`src/rtl/ibex_rf_wr_arbiter_pkg.sv`:
```
// Shared types and constants for the register-file write arbiter.
// It defines the register address width, the write-source grant encoding
// and a small helper that tests for a non-x0 register address.
package ibex_rf_wr_arbiter_pkg;

  localparam int unsigned RegAddrW = 5;
  localparam int unsigned RegDataW = 32;
  localparam int unsigned NumRegs  = 32;

  // Internal grant select for the register-file write mux.
  typedef enum logic [1:0] {
    RF_WR_SRC_NONE = 2'd0,
    RF_WR_SRC_LSU  = 2'd1,
    RF_WR_SRC_ACC  = 2'd2,
    RF_WR_SRC_CORE = 2'd3
  } rf_wr_src_e;

  // x0 is hard-wired to zero, so it never participates in hazard tracking.
  function automatic logic reg_nz(input logic [RegAddrW-1:0] addr);
    return addr != {RegAddrW{1'b0}};
  endfunction

endpackage

```
`src/rtl/ibex_rf_wr_arbiter_if.sv`:
```
// Bundle of the LSU, core, accelerator, ID-stage and register-file signals
// around the write arbiter. The slave modport is the arbiter's view and the
// master modport is the view of the surrounding pipeline.
interface ibex_rf_wr_arbiter_if
  import ibex_rf_wr_arbiter_pkg::*;
#(
  parameter int unsigned CntW = 3
);

  logic                lsu_we_i;
  logic [RegAddrW-1:0] lsu_waddr_i;
  logic [RegDataW-1:0] lsu_wdata_i;

  logic                core_we_i;
  logic [RegAddrW-1:0] core_waddr_i;
  logic [RegDataW-1:0] core_wdata_i;
  logic                core_ready_o;

  logic                acc_issue_i;
  logic [RegAddrW-1:0] acc_issue_rd_i;
  logic                acc_issue_ready_o;

  logic                acc_valid_i;
  logic [RegAddrW-1:0] acc_waddr_i;
  logic [RegDataW-1:0] acc_wdata_i;
  logic                acc_ready_o;

  logic [RegAddrW-1:0] rs1_addr_i;
  logic [RegAddrW-1:0] rs2_addr_i;
  logic                rs_hazard_o;

  logic                rf_we_o;
  logic [RegAddrW-1:0] rf_waddr_o;
  logic [RegDataW-1:0] rf_wdata_o;

  logic [CntW-1:0]     acc_outstanding_o;
  logic                acc_err_o;

  modport slave (
    input  lsu_we_i, lsu_waddr_i, lsu_wdata_i,
    input  core_we_i, core_waddr_i, core_wdata_i,
    output core_ready_o,
    input  acc_issue_i, acc_issue_rd_i,
    output acc_issue_ready_o,
    input  acc_valid_i, acc_waddr_i, acc_wdata_i,
    output acc_ready_o,
    input  rs1_addr_i, rs2_addr_i,
    output rs_hazard_o,
    output rf_we_o, rf_waddr_o, rf_wdata_o,
    output acc_outstanding_o, acc_err_o
  );

  modport master (
    output lsu_we_i, lsu_waddr_i, lsu_wdata_i,
    output core_we_i, core_waddr_i, core_wdata_i,
    input  core_ready_o,
    output acc_issue_i, acc_issue_rd_i,
    input  acc_issue_ready_o,
    output acc_valid_i, acc_waddr_i, acc_wdata_i,
    input  acc_ready_o,
    output rs1_addr_i, rs2_addr_i,
    input  rs_hazard_o,
    input  rf_we_o, rf_waddr_o, rf_wdata_o,
    input  acc_outstanding_o, acc_err_o
  );

endinterface

```
`src/rtl/ibex_rf_scoreboard.sv`:
```
// Tracks destination registers still owed by the decoupled accelerator.
// Holds the pending-register bitmap and the outstanding-op counter, gates new
// dispatches, answers hazard lookups and raises a sticky protocol error.
module ibex_rf_scoreboard
  import ibex_rf_wr_arbiter_pkg::*;
#(
  parameter int unsigned MaxOutstanding = 4,
  parameter int unsigned CntW           = $clog2(MaxOutstanding + 1)
) (
  input  logic                clk_i,
  input  logic                rst_ni,
  // dispatch request and its acceptance
  input  logic                issue_i,
  input  logic [RegAddrW-1:0] issue_rd_i,
  output logic                issue_ready_o,
  // completed retire handshake
  input  logic                retire_i,
  input  logic [RegAddrW-1:0] retire_rd_i,
  // LSU write, checked against pending registers
  input  logic                lsu_we_i,
  input  logic [RegAddrW-1:0] lsu_waddr_i,
  // lookups
  input  logic [RegAddrW-1:0] core_waddr_i,
  output logic                core_pend_o,
  input  logic [RegAddrW-1:0] rs1_addr_i,
  input  logic [RegAddrW-1:0] rs2_addr_i,
  output logic                rs_hazard_o,
  // status
  output logic [CntW-1:0]     cnt_o,
  output logic                err_o
);

  logic [NumRegs-1:0] sb_q, sb_d;
  logic [NumRegs-1:0] set_mask, clr_mask;
  logic [CntW-1:0]    cnt_q, cnt_d;
  logic               acc_err_q, acc_err_d;
  logic               issue_hs;
  logic               err_underflow, err_stray_retire, err_lsu_clobber;

  // A dispatch is refused when credits run out or its rd is still owed.
  assign issue_ready_o = (cnt_q < CntW'(MaxOutstanding)) &
                         (~reg_nz(issue_rd_i) | ~sb_q[issue_rd_i]);
  assign issue_hs      = issue_i & issue_ready_o;

  assign core_pend_o = reg_nz(core_waddr_i) & sb_q[core_waddr_i];
  assign rs_hazard_o = (reg_nz(rs1_addr_i) & sb_q[rs1_addr_i]) |
                       (reg_nz(rs2_addr_i) & sb_q[rs2_addr_i]);

  // Bitmap update: an rd=x0 dispatch sets nothing and bit 0 is kept clear.
  always_comb begin
    set_mask = (issue_hs & reg_nz(issue_rd_i)) ? (32'b1 << issue_rd_i) : 32'b0;
    clr_mask = retire_i ? (32'b1 << retire_rd_i) : 32'b0;
    sb_d     = (sb_q | set_mask) & ~clr_mask & ~32'b1;
  end

  // Credit counter: simultaneous issue and retire cancel; never underflows.
  always_comb begin
    cnt_d = cnt_q;
    case ({issue_hs, retire_i})
      2'b10:   cnt_d = cnt_q + CntW'(1);
      2'b01:   cnt_d = (cnt_q == {CntW{1'b0}}) ? cnt_q : cnt_q - CntW'(1);
      default: cnt_d = cnt_q;
    endcase
  end

  // Sticky protocol error from stray retires and LSU writes to owed registers.
  always_comb begin
    err_underflow    = retire_i & (cnt_q == {CntW{1'b0}});
    err_stray_retire = retire_i & reg_nz(retire_rd_i) & ~sb_q[retire_rd_i];
    err_lsu_clobber  = lsu_we_i & reg_nz(lsu_waddr_i) & sb_q[lsu_waddr_i];
    acc_err_d        = acc_err_q | err_underflow | err_stray_retire | err_lsu_clobber;
  end

  // Scoreboard state registers.
  always_ff @(posedge clk_i or negedge rst_ni) begin
    if (!rst_ni) begin
      sb_q      <= 32'b0;
      cnt_q     <= {CntW{1'b0}};
      acc_err_q <= 1'b0;
    end else begin
      sb_q      <= sb_d;
      cnt_q     <= cnt_d;
      acc_err_q <= acc_err_d;
    end
  end

  assign cnt_o = cnt_q;
  assign err_o = acc_err_q;

endmodule

```
`src/rtl/ibex_rf_wr_arbiter.sv`:
```
// Register-file write-port arbiter between LSU load data, core writeback and
// out-of-order accelerator results. Priority is LSU > starved accelerator >
// core > accelerator; the write happens in the cycle of the handshake.
module ibex_rf_wr_arbiter
  import ibex_rf_wr_arbiter_pkg::*;
#(
  parameter int unsigned MaxOutstanding = 4,
  parameter int unsigned AccStarveLimit = 8,
  parameter int unsigned CntW           = $clog2(MaxOutstanding + 1)
) (
  input logic                 clk_i,
  input logic                 rst_ni,
  ibex_rf_wr_arbiter_if.slave bus
);

  localparam int unsigned StvW = 8;

  logic [StvW-1:0] stv_q, stv_d;
  logic            starved;
  logic            core_pend;
  logic            waw_core;
  logic            core_ready;
  logic            acc_ready;
  logic            core_hs;
  logic            acc_hs;
  rf_wr_src_e      grant;

  ibex_rf_scoreboard #(
    .MaxOutstanding (MaxOutstanding),
    .CntW           (CntW)
  ) u_scoreboard (
    .clk_i          (clk_i),
    .rst_ni         (rst_ni),
    .issue_i        (bus.acc_issue_i),
    .issue_rd_i     (bus.acc_issue_rd_i),
    .issue_ready_o  (bus.acc_issue_ready_o),
    .retire_i       (acc_hs),
    .retire_rd_i    (bus.acc_waddr_i),
    .lsu_we_i       (bus.lsu_we_i),
    .lsu_waddr_i    (bus.lsu_waddr_i),
    .core_waddr_i   (bus.core_waddr_i),
    .core_pend_o    (core_pend),
    .rs1_addr_i     (bus.rs1_addr_i),
    .rs2_addr_i     (bus.rs2_addr_i),
    .rs_hazard_o    (bus.rs_hazard_o),
    .cnt_o          (bus.acc_outstanding_o),
    .err_o          (bus.acc_err_o)
  );

  // A core write to a register still owed by the accelerator must wait for
  // that result, otherwise the late accelerator write would overwrite it.
  assign starved    = (stv_q == StvW'(AccStarveLimit));
  assign waw_core   = bus.core_we_i & core_pend;
  assign core_ready = ~bus.lsu_we_i & ~(starved & bus.acc_valid_i) & ~waw_core;
  assign acc_ready  = ~bus.lsu_we_i & (starved | ~bus.core_we_i | waw_core);
  assign core_hs    = bus.core_we_i & core_ready;
  assign acc_hs     = bus.acc_valid_i & acc_ready;

  assign bus.core_ready_o = core_ready;
  assign bus.acc_ready_o  = acc_ready;

  // Pick the single source that owns the write port this cycle.
  always_comb begin
    grant = RF_WR_SRC_NONE;
    if (bus.lsu_we_i) begin
      grant = RF_WR_SRC_LSU;
    end else if (acc_hs && starved) begin
      grant = RF_WR_SRC_ACC;
    end else if (core_hs) begin
      grant = RF_WR_SRC_CORE;
    end else if (acc_hs) begin
      grant = RF_WR_SRC_ACC;
    end else begin
      grant = RF_WR_SRC_NONE;
    end
  end

  // Write-port mux driven by the grant.
  always_comb begin
    bus.rf_we_o    = 1'b0;
    bus.rf_waddr_o = {RegAddrW{1'b0}};
    bus.rf_wdata_o = {RegDataW{1'b0}};
    case (grant)
      RF_WR_SRC_LSU: begin
        bus.rf_we_o    = 1'b1;
        bus.rf_waddr_o = bus.lsu_waddr_i;
        bus.rf_wdata_o = bus.lsu_wdata_i;
      end
      RF_WR_SRC_CORE: begin
        bus.rf_we_o    = 1'b1;
        bus.rf_waddr_o = bus.core_waddr_i;
        bus.rf_wdata_o = bus.core_wdata_i;
      end
      RF_WR_SRC_ACC: begin
        bus.rf_we_o    = 1'b1;
        bus.rf_waddr_o = bus.acc_waddr_i;
        bus.rf_wdata_o = bus.acc_wdata_i;
      end
      default: begin
        bus.rf_we_o    = 1'b0;
        bus.rf_waddr_o = {RegAddrW{1'b0}};
        bus.rf_wdata_o = {RegDataW{1'b0}};
      end
    endcase
  end

  // Count consecutive refused accelerator results, saturating at the limit.
  always_comb begin
    stv_d = stv_q;
    if (bus.acc_valid_i && !acc_ready) begin
      stv_d = starved ? stv_q : stv_q + StvW'(1);
    end else begin
      stv_d = {StvW{1'b0}};
    end
  end

  // Starvation counter register.
  always_ff @(posedge clk_i or negedge rst_ni) begin
    if (!rst_ni) begin
      stv_q <= {StvW{1'b0}};
    end else begin
      stv_q <= stv_d;
    end
  end

endmodule

```
`src/flat_wrapper.sv`:
```
// flat-port wrapper written by rule: the top's interface ports become plain ports
module ibex_rf_wr_arbiter_flat import ibex_rf_wr_arbiter_pkg::*;
#(
  parameter int unsigned MaxOutstanding = 4,
  parameter int unsigned AccStarveLimit = 8,
  parameter int unsigned CntW           = $clog2(MaxOutstanding + 1)
)
  (clk_i, rst_ni, bus_lsu_we_i, bus_lsu_waddr_i, bus_lsu_wdata_i, bus_core_we_i, bus_core_waddr_i, bus_core_wdata_i, bus_core_ready_o, bus_acc_issue_i, bus_acc_issue_rd_i, bus_acc_issue_ready_o, bus_acc_valid_i, bus_acc_waddr_i, bus_acc_wdata_i, bus_acc_ready_o, bus_rs1_addr_i, bus_rs2_addr_i, bus_rs_hazard_o, bus_rf_we_o, bus_rf_waddr_o, bus_rf_wdata_o, bus_acc_outstanding_o, bus_acc_err_o);
  ibex_rf_wr_arbiter_if #(.CntW(CntW)) bus_i ();
  input logic clk_i;
  input logic rst_ni;
  input wire logic [$bits(bus_i.lsu_we_i)-1:0] bus_lsu_we_i;
  input wire logic [$bits(bus_i.lsu_waddr_i)-1:0] bus_lsu_waddr_i;
  input wire logic [$bits(bus_i.lsu_wdata_i)-1:0] bus_lsu_wdata_i;
  input wire logic [$bits(bus_i.core_we_i)-1:0] bus_core_we_i;
  input wire logic [$bits(bus_i.core_waddr_i)-1:0] bus_core_waddr_i;
  input wire logic [$bits(bus_i.core_wdata_i)-1:0] bus_core_wdata_i;
  output wire logic [$bits(bus_i.core_ready_o)-1:0] bus_core_ready_o;
  input wire logic [$bits(bus_i.acc_issue_i)-1:0] bus_acc_issue_i;
  input wire logic [$bits(bus_i.acc_issue_rd_i)-1:0] bus_acc_issue_rd_i;
  output wire logic [$bits(bus_i.acc_issue_ready_o)-1:0] bus_acc_issue_ready_o;
  input wire logic [$bits(bus_i.acc_valid_i)-1:0] bus_acc_valid_i;
  input wire logic [$bits(bus_i.acc_waddr_i)-1:0] bus_acc_waddr_i;
  input wire logic [$bits(bus_i.acc_wdata_i)-1:0] bus_acc_wdata_i;
  output wire logic [$bits(bus_i.acc_ready_o)-1:0] bus_acc_ready_o;
  input wire logic [$bits(bus_i.rs1_addr_i)-1:0] bus_rs1_addr_i;
  input wire logic [$bits(bus_i.rs2_addr_i)-1:0] bus_rs2_addr_i;
  output wire logic [$bits(bus_i.rs_hazard_o)-1:0] bus_rs_hazard_o;
  output wire logic [$bits(bus_i.rf_we_o)-1:0] bus_rf_we_o;
  output wire logic [$bits(bus_i.rf_waddr_o)-1:0] bus_rf_waddr_o;
  output wire logic [$bits(bus_i.rf_wdata_o)-1:0] bus_rf_wdata_o;
  output wire logic [$bits(bus_i.acc_outstanding_o)-1:0] bus_acc_outstanding_o;
  output wire logic [$bits(bus_i.acc_err_o)-1:0] bus_acc_err_o;
  assign bus_i.lsu_we_i = bus_lsu_we_i;
  assign bus_i.lsu_waddr_i = bus_lsu_waddr_i;
  assign bus_i.lsu_wdata_i = bus_lsu_wdata_i;
  assign bus_i.core_we_i = bus_core_we_i;
  assign bus_i.core_waddr_i = bus_core_waddr_i;
  assign bus_i.core_wdata_i = bus_core_wdata_i;
  assign bus_core_ready_o = bus_i.core_ready_o;
  assign bus_i.acc_issue_i = bus_acc_issue_i;
  assign bus_i.acc_issue_rd_i = bus_acc_issue_rd_i;
  assign bus_acc_issue_ready_o = bus_i.acc_issue_ready_o;
  assign bus_i.acc_valid_i = bus_acc_valid_i;
  assign bus_i.acc_waddr_i = bus_acc_waddr_i;
  assign bus_i.acc_wdata_i = bus_acc_wdata_i;
  assign bus_acc_ready_o = bus_i.acc_ready_o;
  assign bus_i.rs1_addr_i = bus_rs1_addr_i;
  assign bus_i.rs2_addr_i = bus_rs2_addr_i;
  assign bus_rs_hazard_o = bus_i.rs_hazard_o;
  assign bus_rf_we_o = bus_i.rf_we_o;
  assign bus_rf_waddr_o = bus_i.rf_waddr_o;
  assign bus_rf_wdata_o = bus_i.rf_wdata_o;
  assign bus_acc_outstanding_o = bus_i.acc_outstanding_o;
  assign bus_acc_err_o = bus_i.acc_err_o;
  ibex_rf_wr_arbiter #(.MaxOutstanding(MaxOutstanding), .AccStarveLimit(AccStarveLimit), .CntW(CntW)) u_core (.clk_i(clk_i), .rst_ni(rst_ni), .bus(bus_i));
endmodule
```
`config.mk`:
```
export PLATFORM = sky130hd
export DESIGN_NAME = ibex_rf_wr_arbiter_flat
export DESIGN_NICKNAME = d
export VERILOG_FILES = /design/src/rtl/ibex_rf_wr_arbiter_pkg.sv /design/src/rtl/ibex_rf_wr_arbiter_if.sv /design/src/rtl/ibex_rf_scoreboard.sv /design/src/rtl/ibex_rf_wr_arbiter.sv /design/src/flat_wrapper.sv
export SDC_FILE = /design/constraint.sdc
export NUM_CORES = 1
export LEC_CHECK = 0
export ABC_AREA = 1
export CAP_MARGIN = 30
export CORE_MARGIN = 4
export CORE_UTILIZATION = 46
export CTS_BUF_LIST = sky130_fd_sc_hd__clkbuf_4 sky130_fd_sc_hd__clkbuf_8 sky130_fd_sc_hd__clkbuf_16
export CTS_CLUSTER_SIZE = 28
export DETAILED_ROUTE_END_ITERATION = 7
export PLACE_DENSITY = 0.89
export SLEW_MARGIN = 15
export SYNTH_ARGS = -nofsm -noshare
export SYNTH_HDL_FRONTEND = slang
export SYNTH_HIERARCHICAL = 1
export SYNTH_SLANG_ARGS = --single-unit
export TNS_END_PERCENT = 5
```
`constraint.sdc`:
```
create_clock -name clk_i -period 3.65 [get_ports clk_i]
set_input_delay 0.73 -clock clk_i [delete_from_list [all_inputs] [get_ports clk_i]]
set_output_delay 0.73 -clock clk_i [all_outputs]
set_load 0.01 [all_outputs]
```
; ---- Word level (Yosys, flattened, before mapping)
; Cells that the tools add are included.
[totals]
register_bits = 43
input_bits = 132
out_inout_bits = 46
[op_classes]
add_sub_neg = 3
order_cmp = 7
n_eq_ne = 8
shift = 2
n_mux = 25
bitwise = 35
n_reduce_logical = 13
[ops]
columns = op, count
row1 = $pmux 32 s3, 1
row2 = $mux 32, 2
row3 = $shl 1x5->32 const A, 2
row4 = $lt 5x6->1 const B, 6
row5 = $and 32x32->32, 1
row6 = $not 32->32, 1
row7 = $or 32x32->32, 1
row8 = $bmux 1 s5, 6
row9 = $reduce_bool 5->1, 6
row10 = $and 1x1->1, 18
row11 = $mux 8, 2
row12 = $pmux 5 s3, 1
row13 = $add 8x1->8 const B, 1
row14 = $eq 8x4->1 const B, 1
row15 = $mux 2, 4
row16 = $mux 1, 7
row17 = $not 1->1, 7
row18 = $or 1x1->1, 7
row19 = $eq 2x2->1 const B, 3
row20 = $pmux 3 s2, 1
row21 = $eq 2x1->1 const B, 2
row22 = $ne 2x2->1 const B, 2
row23 = $add 3x1->3 const B, 1
row24 = $logic_not 3->1, 1
row25 = other kinds (8), 9

; ---- Logic depth before layout (Yosys ltp)
; Gate-level depths: netlist of the first run.
[depth]
depth_word = 14
ltp_mapped = 25
depth_no_buf = 23

; ---- Modules after synthesis
; Netlist of the first run, hierarchy kept.
[modules_own_cells]
columns = mod, n_inst, cells_each, area_each_um2, seq_area_each_um2
row1 = ibex_rf_scoreboard, 1, 553, 3498.4, 875.8
row2 = ibex_rf_wr_arbiter, 1, 249, 1440.1, 200.2

; ---- Least setup slack after synthesis of the first run
; No wires, ideal clock.
[synth_timing]
path_type = input -> register
from = input bus_core_waddr_i[1]
to = register u_core.u_scoreboard.cnt_q[2], in the netlist u_core/u_scoreboard/cnt_o[2]
arrival_time_ns = 3.268
slack_ns = 0.269
cell_stages = 24
path_buffers = 2
cell_sequence = clkbuf_1 > inv_1 > a21oi_1 > o21ai_0 > o31ai_1 > nand2_1 > nand3_1 > nor2_1 > a41oi_1 > nor2_2 > o21ai_2 > buf_4 > nand2_2 > inv_1 > nand2_1 > inv_1 > nand2_1 > fa_1 > inv_1 > nor2_1 > nand3_1 > nand3_1 > nand2_1 > inv_1
[synth_via]
elab_chain_cells = 10
elab_cells_between_ends = 14
classes_between = 3 x eq/ne / 3 x mux / 5 x bitwise / 3 x reduce/logical
[synth_rtl]
columns = item, line_no
row1 = start: declaration, flat_wrapper.sv:16  ; input wire logic [$bits(bus_i.core_waddr_i)-1:0] bus_core_waddr_i;
row2 = $bmux 1 s5, ibex_rf_scoreboard.sv:45  ; assign core_pend_o = reg_nz(core_waddr_i) & sb_q[core_waddr_i];
row3 = $mux 1 (not written as such), ibex_rf_scoreboard.sv:45
row4 = $and 1x1->1 (*), ibex_rf_scoreboard.sv:45
row5 = named net u_core.core_pend, ibex_rf_wr_arbiter.sv:20  ; logic core_pend;
row6 = $and 1x1->1 (*), ibex_rf_wr_arbiter.sv:53  ; assign waw_core = bus.core_we_i & core_pend;
row7 = $or 1x1->1 (*), ibex_rf_wr_arbiter.sv:55  ; assign acc_ready = ~bus.lsu_we_i & (starved | ~bus.core_we_i | waw_core);
row8 = $and 1x1->1 (*), ibex_rf_wr_arbiter.sv:55
row9 = named net bus_acc_ready_o, flat_wrapper.sv:25  ; output wire logic [$bits(bus_i.acc_ready_o)-1:0] bus_acc_ready_o;
row10 = $and 1x1->1 (*), ibex_rf_wr_arbiter.sv:57  ; assign acc_hs = bus.acc_valid_i & acc_ready;
row11 = named net u_core.acc_hs, ibex_rf_wr_arbiter.sv:25  ; logic acc_hs;
row12 = $eq 2x1->1 / $eq 2x2->1 (equally long branches), ibex_rf_scoreboard.sv:59  ; case ({issue_hs, retire_i})
row13 = $ne 2x2->1 (no source line) / $reduce_bool 2->1 (equally long branches), n/a
row14 = $reduce_and 2->1 (no source line), n/a
row15 = end signal: assignment, ibex_rf_scoreboard.sv:78  ; cnt_q <= {CntW{1'b0}};
row16 = end signal: assignment, ibex_rf_scoreboard.sv:82  ; cnt_q <= cnt_d;
row17 = end: declaration, ibex_rf_scoreboard.sv:35  ; logic [CntW-1:0] cnt_q, cnt_d;
; Mark *: on every way through the listed nets, which the timed path passes. The rest lies on a longest branch. The select of a mux whose other input is x is not followed.
; A chain may end at the register's enable or synchronous reset.

; ---- Final worst setup path of the first run
[layout_timing]
from = input bus_core_waddr_i[3]
to = output bus_rf_waddr_o[3]
[layout_via]
elab_chain_cells = 13
elab_cells_between_ends = 20
classes_between = 3 x eq/ne / 7 x mux / 8 x bitwise / 2 x reduce/logical
[layout_rtl]
columns = item, line_no
row1 = $bmux 1 s5, ibex_rf_scoreboard.sv:45
row2 = $mux 1 (not written as such), ibex_rf_scoreboard.sv:45
row3 = $and 1x1->1 (*), ibex_rf_scoreboard.sv:45
row4 = named net u_core.core_pend, ibex_rf_wr_arbiter.sv:20
row5 = $and 1x1->1 (*), ibex_rf_wr_arbiter.sv:53
row6 = $or 1x1->1, ibex_rf_wr_arbiter.sv:55
row7 = $and 1x1->1, ibex_rf_wr_arbiter.sv:55
row8 = $and 1x1->1, ibex_rf_wr_arbiter.sv:57
row9 = $mux 2, ibex_rf_wr_arbiter.sv:71  ; end else if (acc_hs) begin
row10 = $mux 2, ibex_rf_wr_arbiter.sv:69  ; end else if (core_hs) begin
row11 = $mux 2 (*), ibex_rf_wr_arbiter.sv:67  ; end else if (acc_hs && starved) begin
row12 = $mux 2 (*), ibex_rf_wr_arbiter.sv:65  ; if (bus.lsu_we_i) begin
row13 = $eq 2x2->1 / $eq 2x1->1 (equally long branches), ibex_rf_wr_arbiter.sv:83  ; case (grant)
row14 = $pmux 5 s3 (*), ibex_rf_wr_arbiter.sv:83
row15 = end: declaration, flat_wrapper.sv:30  ; output wire logic [$bits(bus_i.rf_waddr_o)-1:0] bus_rf_waddr_o;
; Marks and branches as above.

==> flow_summary.yaml, run 1 <==
setup_path:
  critPathArrivalTime_ns: 2.81
  cp.required_ns: 2.92
  crit_path_start_kind: "input pin"
  path_class: "input pin to primary output"
  critPathMaxFanout: 8
  endpoint_kind: "primary output"
sta:
  finalCritPeriodShare_pct: 97.0
  setup_viol: 0
  max_freq_mhz: 282
  min_period_ns: 3.54
  fin_ws_ns: 0.108
  rsz0062_at_grt: "true"
  finalMaxSlewViolations: 0
  skew_ns: 0.00585
  hold_ws_ns: 0.287
  worst_pin_slew_ns: 0.592
  slew_headroom_pct: 60.5
  hold_viol_final: 0
clocking:
  root_buffer: "clkbuf_8"
  clockBufferDepth: 2
  clk_pin_slew_ns: 0.08
  hold_buffers: 0
  cts_inserted_buffers: 5
  htree_levels: 2
  cts_tree: "done"
  clkLatencyLatePin_ns: 0.30
  cts.sinks: 43
logic_synthesis:
  yosys_most_used_dff: "dfrtp_1"
  netlist.area_leader.share_pct: 21.8
  synth_edf_count: 0
  yosys_warnings: 6
  synthesis.area_um2: 4940
  syn-num-nets: 937
  yosysTopAreaCell: "dfrtp_1"
  yosys.cell_types.count: 43
  synth_cells: 802
  synth-compound-area-share_pct: 23.7
  synthTopCellsByArea: "dfrtp_1 (22%), nand2_1 (13%), nand4_1 (9.6%)"
  synth-async-reset-ratio_pct: 100
  synth_seq_cells: 43
  syn_avg_cell_area_um2: 6.16
  synthXorXnorAreaFrac_pct: 0.177
  synthAdderAreaFrac_pct: 0.912
  synthMuxAreaShare_pct: 0
  synthSimpleGateAreaFrac_pct: 41.1
  synth.yosys.seq_area_share_pct: 21.8
  synth_top_family_by_area: "simple AND/OR/NAND/NOR gates"
status:
  violations: "DRC"
  status: "finished with violations"
place:
  place_hpwl_um: 17300
  placed_cells: 1119
  port-buffer-count: 177
  place.gp.congestion: 1.13
  dp_slack_ns: -0.473
layout:
  fin_nets: 1136
  drive_above_1_share_pct: 13.3
  fill_cells: 828
  fin_util_pct: 70.6
  layoutNonFillerInstCount: 1137
  areaGrowthSynthToFinish_pct: 48.2
  n_antenna_cell: 0
  multiInputGateArea_um2: 3290
  area.sequential_um2: 1080
floorplan:
  dieArea_um2: 12500
  die_x_um: 112
  pin_count: 178
  fp-row-count: 37
  initial_core_util_pct: 47.6
  fp.dieH_um: 112
  coreArea_um2: 10400
global_routing:
  grt_pass1_vias: 6727
  grt_pass1_wl_um: 36100
  antenna_found_initial: 0
  grt_overflow: 0
  grt_usage_pct: 35.7
  grt_max_degree: 53
job:
  cap_violations: 0
detailed_routing:
  ant_nets: 0
  drc: 78
  routed_wl_um: 23600
  post_drt_wl_per_cell_um: 20.7
  first_pass_iters: 8
  avgViaCountPerCell: 6.47
  drtIter0Drc: 1767
  dr_total_vias: 7361
min_path:
  hold_path_class: "input pin to asynchronous set/reset pin"
power_and_ir_drop:
  p_total_mw: 2.33
  vdd_ir_drop_max_v: 0.000309
  p_per_area_nw_per_um2: 319
  p_leak_nw: 3.32
## sequential cells by signal, indices dropped and copies added, names as in the netlist
register,flops
u_core/stv_q,8
u_core/u_scoreboard/cnt_o,3
u_core/u_scoreboard/err_o,1
u_core/u_scoreboard/sb_q,31
## per-stage QoR
step / instance area, µm² / TNS (ns)
floorplan: 4940 / 0
global placement: 7130 / -17.60
global route: 7320 / -0.0468
detailed placement: 7130 / -22.27
finish: 7320 / 0
CTS: 7340 / -0.0241
## area by class of cell
| type | count | area share [%] |
|---|---|---|
| Multi-Input combinational cell | 617 | 45.0 |
| Timing Repair Buffer | 245 | 31.9 |
| Sequential cell | 43 | 14.7 |
| Inverter | 89 | 4.60 |
| Tap cell | 136 | 2.33 |
| Clock buffer | 6 | 1.04 |
| Clock inverter | 1 | 0.410 |
## repair_timing
| item | 4_1_cts | 5_1_grt |
|---|---|---|
| setup buffers | 5 | 2 |
| gates resized for setup | 64 | 49 |
| endpoints found under the setup margin | 40 | 53 |
| pin swaps | 3 | 6 |
| endpoints found under the hold margin | 0 | 0 |
| cloned | 3 | 0 |
## layer usage
metal  global-route usage, %  part of all wire [%]  vias up
li1                        -                     -     3247
met1                    47.5                    36     3261
met2                    53.2                    43      682
met3                    11.7                    16      171
met4                    14.8                   5.8        0
met5                       0                     0        -
## cells in the final DEF, fill, tap and decap left out, types with 9 or more instances in the layout
cell	count
dlygate4sd2_1	14
buf_12	9
clkbuf_2	18
clkdlybuf4s50_1	133
o22ai_1	14
nor3_1	32
a21oi_1	53
nor2_1	32
dfrtp_1	43
inv_1	76
nand4_1	76
nand3_1	92
a22oi_1	20
nand2_1	176
buf_4	53
o21ai_0	60
## synth_stat cells (2+ instances only)
cell,count
nor2_2,3
o31ai_1,2
nor2_1,34
inv_1,81
clkinv_1,4
buf_6,7
nand4_1,76
a21oi_1,53
o21ai_0,61
buf_1,3
o2111ai_1,8
nand2_2,3
o22ai_1,14
nor3_1,32
dfrtp_1,43
o221ai_1,8
o211ai_1,4
a22oi_2,8
ha_1,2
a22oi_1,20
buf_4,2
nand3_1,94
clkbuf_1,30
a41oi_1,3
inv_2,4
buf_2,11
nand2_1,176
## worst max-delay path, cell delays in order
cell and delay, ns:
clkdlybuf4s50_1 0.49, nor2_1 0.17, nand2_1 0.09, nand3_2 0.08, nor2_2 0.04, a41oi_2 0.25, nor2_4 0.10, o21ai_4 0.10
buf_12 0.13, buf_4 0.17, nand4_1 0.12, nand3_1 0.10, clkdlybuf4s15_1 0.24
## path summary, 6_finish.rpt
check	from	end	slack (ns)	cells after the start
setup reg to reg	u_core/u_scoreboard/sb_q[13]	u_core/u_scoreboard/cnt_o[2]	0.33	25
hold / removal	rst_ni	u_core/u_scoreboard/sb_q[31]	0.29	1
max in group asynchronous	rst_ni	u_core/u_scoreboard/sb_q[4]	2.90	2
setup / recovery	bus_core_waddr_i[3]	bus_rf_waddr_o[3]	0.11	13
hold reg to reg	u_core/u_scoreboard/cnt_o[1]	u_core/u_scoreboard/cnt_o[1]	0.56	2
min in group clk_i	u_core/u_scoreboard/cnt_o[1]	u_core/u_scoreboard/cnt_o[1]	0.56	2
## where the power goes
| part | total, mW | switching [mW] | internal [mW] |
|---|---|---|---|
| clock network | 0.370 | 0.162 | 0.208 |
| logic | 1.26 | 0.730 | 0.529 |
| registers | 0.703 | 0.135 | 0.568 |
## kinds of logic after synthesis
| kind of cell | count (synthesis) |
|---|---|
| AOI/OAI and AO/OA | 188 |
| xor gates and xnor gates | 1 |
| adders and majority gates | 3 |
| buffers and inverters | 142 |
| DFF | 43 |
| and+or+nand+nor | 425 |
(Power assumes the default switching activity.)
==> run 2, diff against run 1 <==
- SKIP_LAST_GASP: default -> 1
==> flow_summary.yaml, run 2 (synthesis results as in run 1) <==
place:
  place_hpwl_um: 17300
  placed_cells: 1119
  place.gp.congestion: 1.13
  port-buffer-count: 177
  dp_slack_ns: -0.473
  post_dp_cell_area_um2: 7130
setup_path:
  rr_startpoint: "u_core/u_scoreboard/sb_q[13]"
  reg2reg_depth: 25
  cp_common_cell: "nand3_1"
  rrSetupSlack_ns: 0.34
  critPathMaxFanout: 11
  cp_cell_sequence: "clkdlybuf4s50_1, inv_2, nand3_1, nand3_1, nand2_1, nand3_1, nand3_2, nand3_4, inv_1, clkdlybuf4s50_1"
  critPathSlowestCell: "clkdlybuf4s50_1"
  cp.buffers_inverters: 4
  endpoint_kind: "primary output"
  critPathArrivalTime_ns: 2.84
  crit_family: "buffers and inverters"
  cp.required_ns: 2.92
  path_class: "input pin to primary output"
  slowest_delay_ns: 0.73
  reg2reg_to: "u_core/u_scoreboard/cnt_o[2]"
  crit_path_start_kind: "input pin"
  startpoint: "bus_acc_issue_rd_i[1]"
detailed_routing:
  routed_wl_um: 23300
  drc: 134
  wl_met3_um: 3600
  avgViaCountPerCell: 6.38
  ant_nets: 0
  dr_total_vias: 7251
  drtIter0Drc: 1801
  post_drt_wl_per_cell_um: 20.5
  first_pass_iters: 8
  wl_met2_um: 10000
  topRoutingLayerUsed: "met4"
  wirelength_met1_um: 8380
global_routing:
  grt_overflow: 0
  grt_usage_pct: 35.6
  grt_pass1_vias: 6698
  grt_pass1_wl_um: 36100
  antenna_found_initial: 0
  grt_max_degree: 53
sta:
  fin_ws_ns: 0.0820
  finalCritPeriodShare_pct: 97.8
  hold_ws_ns: 0.284
  slew_headroom_pct: 60.7
  skew_ns: 0.00585
  hold_viol_final: 0
  rsz0062_at_grt: "true"
  max_freq_mhz: 280
  setup_viol: 0
  min_period_ns: 3.57
  fin_tns_setup_ns: 0
  finalMaxSlewViolations: 0
  worst_pin_slew_ns: 0.589
clocking:
  cts.sinks: 43
  clk_pin_slew_ns: 0.08
  clkLatencyLatePin_ns: 0.30
  cts_inserted_buffers: 5
  root_buffer: "clkbuf_8"
  cts_tree: "done"
  htree_levels: 2
  clockBufferDepth: 2
layout:
  max_flop_register: "u_core/u_scoreboard/sb_q"
  final_common_cell: "nand2_1"
  drive_above_1_share_pct: 11.4
  fin_nets: 1135
  layoutNonFillerInstCount: 1137
  largest_reg_flops: 31
  areaGrowthSynthToFinish_pct: 49.1
  fin_util_pct: 71.0
  mostFrequentLayoutCells: "nand2_1 (176), clkdlybuf4s50_1 (133), nand3_1 (93)"
  final_area_um2: 7360
power_and_ir_drop:
  vdd_ir_drop_max_v: 0.000307
  p_per_area_nw_per_um2: 316
  p_total_mw: 2.33
  p_leak_nw: 3.35
floorplan:
  fp-row-count: 37
  die_x_um: 112
  pin_count: 178
  initial_core_util_pct: 47.6
  coreArea_um2: 10400
  fp.dieH_um: 112
  dieArea_um2: 12500
status:
  violations: "DRC"
  status: "finished with violations"
job:
  cap_violations: 0
min_path:
  hold_path_class: "input pin to asynchronous set/reset pin"
[run 2: changes by cell type in the layout (fill, tap and decap cells not counted), sizes merged]
cell | previous run | this run
buf | 70 | 67
dlymetal6s2s | 2 | 3
clkbuf | 24 | 11
diode | 0 | 1
clkdlybuf4s15 | 7 | 4
dlygate4sd2 | 14 | 31
[run 2: final cells by class]
cell class	count	area [µm²]
diodes	1	2.50
clock buffers	6	76.3
clock inverters	1	30.0
fillers	825	3010
inverters	89	337
multi-input cells	617	3290
flip-flops and latches	43	1080
well taps	136	170
repair buffers	244	2380
[run 2: where the power goes]
| part | total [mW] | leakage [nW] | switching (mW) | internal (mW) |
|---|---|---|---|---|
| logic | 1.25 | 2.82 | 0.723 | 0.530 |
| registers | 0.702 | 0.475 | 0.134 | 0.568 |
| clock network | 0.371 | 0.0547 | 0.163 | 0.208 |
[run 2: repair_timing]
| item | in CTS | in global routing |
|---|---|---|
| hold buffers | 0 | 0 |
| buffers inserted | 5 | 1 |
| setup endpoints to repair | 40 | 57 |
| gates resized for setup | 55 | 20 |
| pin swaps | 3 | 2 |
| cloned | 3 | 0 |
[run 2: worst reg2reg max path: cells and delay by family (launching register included)]
| family | cells | cell delay, ns |
|---|---|---|
| flip-flops | 1 | 0.52 |
| AO/OA/AOI/OAI | 4 | 0.58 |
| adder cells (fa/ha/maj) | 1 | 0.36 |
| buffers and inverters | 8 | 0.79 |
| AND/OR/NAND/NOR | 12 | 0.94 |
[run 2: layer usage]
metal / GRT usage (%) / up-vias
li1: - / 3249
met1: 47.6 / 3253
met2: 53.4 / 598
met3: 11.7 / 151
met4: 14.1 / 0
met5: 0 / -
[run 2: how the worst max path moves through the flow]
| stage | cells past startpoint | slack [ns] | to |
|---|---|---|---|
| finish | 10 | 0.08 | bus_acc_issue_ready_o |
| global route | 14 | -0.06 | bus_rf_wdata_o[3] |
| CTS | 17 | -0.07 | bus_rf_waddr_o[1] |
| detailed placement | 15 | -0.47 | bus_rf_wdata_o[23] |
| global placement | 15 | -0.45 | bus_rf_wdata_o[24] |
| floorplan | 24 | 0.27 | u_core/u_scoreboard/cnt_o[2] |
